--- src/rtl/ctrl_pipe.sv ---
// Control-signal pipeline (ID/EX, EX/MEM, MEM/WB) with load-use stall,
// taken-branch flush and EX operand forwarding selects.
module ctrl_pipe #(
    parameter int unsigned REG_ADDR_WIDTH = 5,
    parameter int unsigned CTRL_WIDTH     = 8
) (
    input  logic                      clk,
    input  logic                      rst,
    input  logic                      id_valid,
    input  logic [CTRL_WIDTH-1:0]     id_ctrl,
    input  logic [REG_ADDR_WIDTH-1:0] id_rs1,
    input  logic [REG_ADDR_WIDTH-1:0] id_rs2,
    input  logic [REG_ADDR_WIDTH-1:0] id_rd,
    input  logic                      ex_branch_taken,
    output logic                      stall,
    output logic                      flush_ifid,
    output logic                      ex_valid,
    output logic [CTRL_WIDTH-1:0]     ex_ctrl,
    output logic [REG_ADDR_WIDTH-1:0] ex_rs1,
    output logic [REG_ADDR_WIDTH-1:0] ex_rs2,
    output logic [REG_ADDR_WIDTH-1:0] ex_rd,
    output logic                      mem_MemRead,
    output logic                      mem_MemWrite,
    output logic                      mem_MemtoReg,
    output logic                      mem_RegWrite,
    output logic [REG_ADDR_WIDTH-1:0] mem_rd,
    output logic                      wb_MemtoReg,
    output logic                      wb_RegWrite,
    output logic [REG_ADDR_WIDTH-1:0] wb_rd,
    output logic [1:0]                fwd_a,
    output logic [1:0]                fwd_b
);

    // Bit positions within the control bundle (MSB first: ALUSrc..ALUOp).
    localparam int unsigned B_MEMTOREG = 6;
    localparam int unsigned B_REGWRITE = 5;
    localparam int unsigned B_MEMREAD  = 4;
    localparam int unsigned B_MEMWRITE = 3;

    localparam logic [1:0] FWD_RF  = 2'b00;
    localparam logic [1:0] FWD_MEM = 2'b10;
    localparam logic [1:0] FWD_WB  = 2'b01;

    // ID/EX state
    logic                      ex_valid_q, ex_valid_d;
    logic [CTRL_WIDTH-1:0]     ex_ctrl_q,  ex_ctrl_d;
    logic [REG_ADDR_WIDTH-1:0] ex_rs1_q,   ex_rs1_d;
    logic [REG_ADDR_WIDTH-1:0] ex_rs2_q,   ex_rs2_d;
    logic [REG_ADDR_WIDTH-1:0] ex_rd_q,    ex_rd_d;
    // EX/MEM state
    logic                      mem_memread_q,  mem_memwrite_q;
    logic                      mem_memtoreg_q, mem_regwrite_q;
    logic [REG_ADDR_WIDTH-1:0] mem_rd_q;
    // MEM/WB state
    logic                      wb_memtoreg_q, wb_regwrite_q;
    logic [REG_ADDR_WIDTH-1:0] wb_rd_q;

    logic lu;

    // Load-use: both rs fields compared regardless of instruction format.
    always_comb begin
        lu = id_valid && ex_ctrl_q[B_MEMREAD] && (ex_rd_q != '0) &&
             ((ex_rd_q == id_rs1) || (ex_rd_q == id_rs2));
    end

    assign stall      = lu && !ex_branch_taken;
    assign flush_ifid = ex_branch_taken;

    // ID/EX next state: any bubble condition yields all-zero contents.
    always_comb begin
        ex_valid_d = 1'b0;
        ex_ctrl_d  = '0;
        ex_rs1_d   = '0;
        ex_rs2_d   = '0;
        ex_rd_d    = '0;
        if (!ex_branch_taken && !lu && id_valid) begin
            ex_valid_d = 1'b1;
            ex_ctrl_d  = id_ctrl;
            ex_rs1_d   = id_rs1;
            ex_rs2_d   = id_rs2;
            ex_rd_d    = id_rd;
        end
    end

    always_ff @(posedge clk) begin
        if (rst) begin
            ex_valid_q     <= 1'b0;
            ex_ctrl_q      <= '0;
            ex_rs1_q       <= '0;
            ex_rs2_q       <= '0;
            ex_rd_q        <= '0;
            mem_memread_q  <= 1'b0;
            mem_memwrite_q <= 1'b0;
            mem_memtoreg_q <= 1'b0;
            mem_regwrite_q <= 1'b0;
            mem_rd_q       <= '0;
            wb_memtoreg_q  <= 1'b0;
            wb_regwrite_q  <= 1'b0;
            wb_rd_q        <= '0;
        end else begin
            ex_valid_q     <= ex_valid_d;
            ex_ctrl_q      <= ex_ctrl_d;
            ex_rs1_q       <= ex_rs1_d;
            ex_rs2_q       <= ex_rs2_d;
            ex_rd_q        <= ex_rd_d;
            // Later stages always advance; a flush only affects ID/EX.
            mem_memread_q  <= ex_ctrl_q[B_MEMREAD];
            mem_memwrite_q <= ex_ctrl_q[B_MEMWRITE];
            mem_memtoreg_q <= ex_ctrl_q[B_MEMTOREG];
            mem_regwrite_q <= ex_ctrl_q[B_REGWRITE];
            mem_rd_q       <= ex_rd_q;
            wb_memtoreg_q  <= mem_memtoreg_q;
            wb_regwrite_q  <= mem_regwrite_q;
            wb_rd_q        <= mem_rd_q;
        end
    end

    // Forwarding: EX/MEM beats MEM/WB; x0 never forwards.
    always_comb begin
        fwd_a = FWD_RF;
        fwd_b = FWD_RF;
        if (mem_regwrite_q && (mem_rd_q != '0) && (mem_rd_q == ex_rs1_q)) begin
            fwd_a = FWD_MEM;
        end else if (wb_regwrite_q && (wb_rd_q != '0) && (wb_rd_q == ex_rs1_q)) begin
            fwd_a = FWD_WB;
        end
        if (mem_regwrite_q && (mem_rd_q != '0) && (mem_rd_q == ex_rs2_q)) begin
            fwd_b = FWD_MEM;
        end else if (wb_regwrite_q && (wb_rd_q != '0) && (wb_rd_q == ex_rs2_q)) begin
            fwd_b = FWD_WB;
        end
    end

    assign ex_valid     = ex_valid_q;
    assign ex_ctrl      = ex_ctrl_q;
    assign ex_rs1       = ex_rs1_q;
    assign ex_rs2       = ex_rs2_q;
    assign ex_rd        = ex_rd_q;
    assign mem_MemRead  = mem_memread_q;
    assign mem_MemWrite = mem_memwrite_q;
    assign mem_MemtoReg = mem_memtoreg_q;
    assign mem_RegWrite = mem_regwrite_q;
    assign mem_rd       = mem_rd_q;
    assign wb_MemtoReg  = wb_memtoreg_q;
    assign wb_RegWrite  = wb_regwrite_q;
    assign wb_rd        = wb_rd_q;

endmodule

--- config.mk ---
export PLATFORM = sky130hd
export DESIGN_NAME = ctrl_pipe
export DESIGN_NICKNAME = d
export VERILOG_FILES = /design/src/rtl/ctrl_pipe.sv
export SDC_FILE = /design/constraint.sdc
export NUM_CORES = 1
export LEC_CHECK = 0
export ABC_AREA = 1
export CAP_MARGIN = 0
export CORE_ASPECT_RATIO = 0.6
export CORE_UTILIZATION = 37
export DETAILED_ROUTE_END_ITERATION = 8
export PLACE_DENSITY_LB_ADDON = 0.3
export RECOVER_POWER = 50
export SLEW_MARGIN = 25
export SYNTH_ARGS = -nofsm -noshare
export SYNTH_HDL_FRONTEND = slang
export SYNTH_SLANG_ARGS = --single-unit
--- constraint.sdc ---
create_clock -name clk -period 1.15 [get_ports clk]
set_input_delay 0.23 -clock clk [delete_from_list [all_inputs] [get_ports clk]]
set_output_delay 0.23 -clock clk [all_outputs]
set_load 0.02 [all_outputs]
### Word level (Yosys, flattened, before mapping)

Index checks and enable logic that the tools add are counted.

| storage, ports and cells | value |
|---|---|
| register bits | 40 |
| latch bits | 0 |
| bits in writable memories | 0 |
| ROM bits | 0 |
| input port bits | 27 |
| output and inout port bits | 46 |
| memories | 0 |

| cells by class | value |
|---|---|
| add/subtract/negate cells | 0 |
| multipliers | 0 |
| div/mod/pow operators | 0 |
| magnitude comparators | 0 |
| eq/ne operators | 6 |
| shift operators | 0 |
| mux-type cells | 5 |
| bitwise gates (word level) | 1 |
| reduce and logical (&&, ||, !) cells | 19 |

Operator list:

| cell | count |
|---|---|
| equality test 5 bit | 6 |
| nonzero test 5 bit | 3 |
| logical AND 1 bit | 12 |
| 2-to-1 mux 2 bit | 2 |
| 2-to-1 mux 1 bit | 3 |
| logical NOT 1 bit | 2 |
| OR reduction 2 bit | 1 |
| logical OR 1 bit | 1 |
| NOT 1 bit | 1 |

### Logic depth before layout (Yosys ltp)

| depth | value |
|---|---|
| word-level depth | 8 |
| mapped depth | 10 |
| gate-level depth less buffers | 9 |

### Least setup slack after synthesis

OpenSTA, ideal clock, no wires.

| timing path | value |
|---|---|
| path kind | register to output |
| start | register mem_rd_q[3], in the netlist mem_rd[3] |
| end | output port fwd_a[0] |
| data arrival time | 1.571 ns |
| required time | 0.920 ns |
| slack | -0.651 ns |
| cell stages (with the launch flop) | 6 |
| cells stage by stage | dfxtp_1 -> inv_1 -> nand3_1 -> o21ai_0 -> nor3_1 -> nor2_1 |

| on the way | value |
|---|---|
| cells in the longest elaborated chain, start to end | 4 |
| elaborated cells between the ends (all ways) | 5 |

RTL lines:

| what | RTL line | RTL |
|---|---|---|
| start: declaration | 53 | `logic [REG_ADDR_WIDTH-1:0] mem_rd_q;` |
| start signal: assignment | 111 | `mem_rd_q <= ex_rd_q;` |
| nonzero test 5 bit | 122 | `if (mem_regwrite_q && (mem_rd_q != '0) && (mem_rd_q == ex_rs1_q)) begin` |
| logical AND 1 bit | 122 |  |
| logical AND 1 bit * | 122 |  |
| 2-to-1 mux 2 bit * | 122 |  |
| end: declaration | 30 | `output logic [1:0] fwd_a,` |

Mark *: on every way between the ends. The rest lies on a longest branch, timed or not.

### Worst setup path in the final report

| timing path | value |
|---|---|
| start | register ex_rs1_q[0], in the netlist ex_rs1[0] |
| end | output port fwd_a[0] |

| on the way | value |
|---|---|
| cells in the longest elaborated chain, start to end | 4 |
| elaborated cells between the ends (all ways) | 6 |

RTL lines:

| what | RTL line | RTL |
|---|---|---|
| start: declaration | 47 | `logic [REG_ADDR_WIDTH-1:0] ex_rs1_q, ex_rs1_d;` |
| start signal: assignment | 103 | `ex_rs1_q <= ex_rs1_d;` |
| equality test 5 bit | 124 | `end else if (wb_regwrite_q && (wb_rd_q != '0) && (wb_rd_q == ex_rs1_q)) begin` |
| logical AND 1 bit | 124 |  |
| 2-to-1 mux 1 bit | 124 |  |
| 2-to-1 mux 2 bit * | 122 |  |

Marked as above.

==> run summary <==
Hold Path Origin = id_rs2[4]
Crit Path Category = flip-flop to output pin
Startpoint types = flip-flop
Routed vias = 1629
Router iterations before antenna repair = 4
Failing checks = negative setup slack
Antenna-violating nets left = 0
Wirelength, routed = 4.71 mm
Hold slack = 0.298 ns
Die ar. = 0.00462 mm²
CTS tree = built
Main area contributors after synthesis = dfxtp_1 (50%), nor2_1 (11%), inv_1 (9.8%)
Initial core utilization = 38.8%
Post-route clock period utilization = 149%
Cts bufs inserted = 5
Total Neg Setup Slack = -8.36 ns
Synth top area share = 49.8%
Crit path DAT = 1.48 ns
Critical R2R Launch = ex_rd[2]$_SDFF_PP0_
Maximum clock rate = 0.585 GHz
Seq cells post-synth = 40
Crit path capture type = output pin
RSZ-0062 raised after global routing = yes
Max-slew headroom = 77.8%
Simple-gate area share of the yosys netlist = 24.7%
Pwr/cell area = 970 mW/mm²
Clock Sinks = 40
Drt initial violations = 18
Largest net degree at the start of global routing = 17
# port buffers = 72
Final Setup Violations = 34
Synthesis-to-finish area growth = 90.7%
I/O pin total = 73
FP Rows = 18
Total Power = 2980 µW
Final Util = 74.0%
Clk slew on worst S/H paths = 0.08 ns
Post-DR vias/cell = 4.24
Fin. Hold Viols = 0
DRC = 0
Post-synth design cell area = 0.00161 mm²
Gate Count Post-Synth = 204
HPWL Detailed = 3.30 mm
Critical path required time = 0.92 ns
WL per Instance = 12.3 µm
Net Count, Synth = 231
Post-synthesis xor/xnor area fraction = 12.0%
Clk Latency, worst-skew pair = 0.29 ns
Status = complete, but fails checks
Largest family of logic cells by synthesized area = simple AND/OR/NAND/NOR gates
Worst Hold Class = input pin to flip-flop
Clock Path Buffers = 2
N_diodes = 0
Yosys warns = 0
Worst Setup SP = ex_rs1[0]$_SDFF_PP0_
Finished Layout Cells = 384
Die extent in y = 53.1 µm
Number of hold buffers added after CTS = 0
First-pass GRT wire length = 6.98 mm
Total GRT Usage = 20.7%
Post-synthesis sequential area ratio = 49.8%
Core area = 0.00414 mm²
Synth area leader = dfxtp_1
Layout cells sized above 1 = 51.2%
Filler Cell Count = 315
H-tree Lvls = 2
Root Driver = clkbuf_8
Die width = 87.1 µm
Compound-cell area share of the yosys netlist = 0.623%
Static Leak = 0.00153 µW
Vias in the first global route = 1510
Clock skew = 0.00739 ns
Distinct cells, synth = 19
Fin nets = 350
Gr ovfl total = 0
Inst Count DP = 366
Adder-Cell Fraction of Synth Area = 0%
Worst-margin pin slew = 0.333 ns
Fin. max-slew vios = 0
GP Congestion = 0.800
Initial antenna violation count = 0
Worst Path Max Fanout = 3
Tmin final = 1.71 ns
Fin worst setup slack = -0.559 ns
Worst vdd ir = 0.716 mV
Multiplexer share of the synthesized area = 0%
Avg Inst Size Synth = 7.88 µm²
Max_cap viols = 0
registers in the layout, summed over array words and instances, names as in the netlist:
| signal | count |
|---|---|
| mem_MemWrite | 1 |
| mem_rd | 5 |
| ex_ctrl | 8 |
| ex_rd | 5 |
| mem_MemtoReg | 1 |
| wb_MemtoReg | 1 |
| ex_rs2 | 5 |
| wb_RegWrite | 1 |
| ex_rs1 | 5 |
| wb_rd | 5 |
| ex_valid | 1 |
| mem_MemRead | 1 |
| mem_RegWrite | 1 |
layout make-up:
cell class | instances | area, µm² | area share (%)
clock buffer | 7 | 108 | 3.51
multi-input combinational | 116 | 756 | 24.6
tap | 60 | 75.1 | 2.45
sequential | 40 | 882 | 28.8
clock inverter | 1 | 8.76 | 0.286
timing repair buffer | 117 | 1070 | 35.0
inverter | 43 | 164 | 5.34
power by group:
part,switching [µW],total [µW],internal (µW)
Clock,502,1120,622
Combinational,202,438,236
Sequential,31.2,1410,1380
Total,735,2980,2240
Yosys cell counts:
| cell | n |
|---|---|
| nor3_1 | 5 |
| clkbuf_1 | 1 |
| nand2_1 | 25 |
| nand2_4 | 1 |
| buf_4 | 1 |
| inv_1 | 42 |
| o21ai_0 | 2 |
| nand4_1 | 4 |
| xor2_1 | 8 |
| inv_2 | 1 |
| nand3_1 | 5 |
| buf_1 | 1 |
| dfxtp_1 | 40 |
| nor3b_4 | 1 |
| buf_8 | 2 |
| nor2_1 | 48 |
| nor2_2 | 2 |
| nand2_2 | 1 |
| xnor2_1 | 14 |
kinds of logic (layout without fill, tap and decap cells):
family / Yosys count / after routing
compound gates: 2 / 2
simple gates: 92 / 92
buf+inv: 48 / 168
xor+xnor: 22 / 22
flops: 40 / 40
layout by cell type, fill, tap and decap left out, drive strengths merged, types with 6 or more instances in the layout:
| cell type | netlist | final |
|---|---|---|
| clkdlybuf4s15 | 0 | 6 |
| clkdlybuf4s50 | 0 | 17 |
| nand2 | 27 | 27 |
| inv | 43 | 43 |
| xnor2 | 14 | 14 |
| xor2 | 8 | 8 |
| dlygate4sd2 | 0 | 8 |
| clkbuf | 1 | 15 |
| dfxtp | 40 | 40 |
| buf | 4 | 76 |
| nor2 | 50 | 50 |
repair_timing:
item,in CTS,in global routing
setup buffers,7,6
pin swaps,22,7
gates resized for setup,227,47
setup endpoints to repair,70,54
cloned,0,2
stage by stage:
step | worst slack (ns) | cell area [µm²]
final | -0.559 | 3070
after global routing | -0.649 | 3070
after CTS | -0.577 | 2970
after detailed placement | -1.06 | 2760
after global placement | -1.01 | 2760
after floorplan | -0.181 | 1720
worst max-delay path: stages (launching register included):
cell,delay [ns]
dfxtp_4,0.37
xnor2_2,0.17
nand4_1,0.17
nor3_4,0.20
buf_6,0.13
nor2_4,0.03
buf_6,0.12
per-layer routing:
metal  wire [µm]  vias up  global-route usage, %
met5           0        -                      0
met4          42        0                   6.56
met3         316        7                   5.62
met2        2280       70                   35.0
met1        2070      720                   25.9
li1            -      832                      -
path summary, 6_finish.rpt:
kind / to / slack, ns / cells after the start
hold / removal: ex_rs2[4]$_SDFF_PP0_ / 0.30 / 4
setup reg to reg: ex_rs1[0]$_SDFF_PP0_ / -0.28 / 9
setup / recovery: fwd_a[0] / -0.56 / 6
hold reg to reg: wb_MemtoReg$_SDFF_PP0_ / 0.44 / 2
Note: power is estimated with default switching activity, not from simulation.
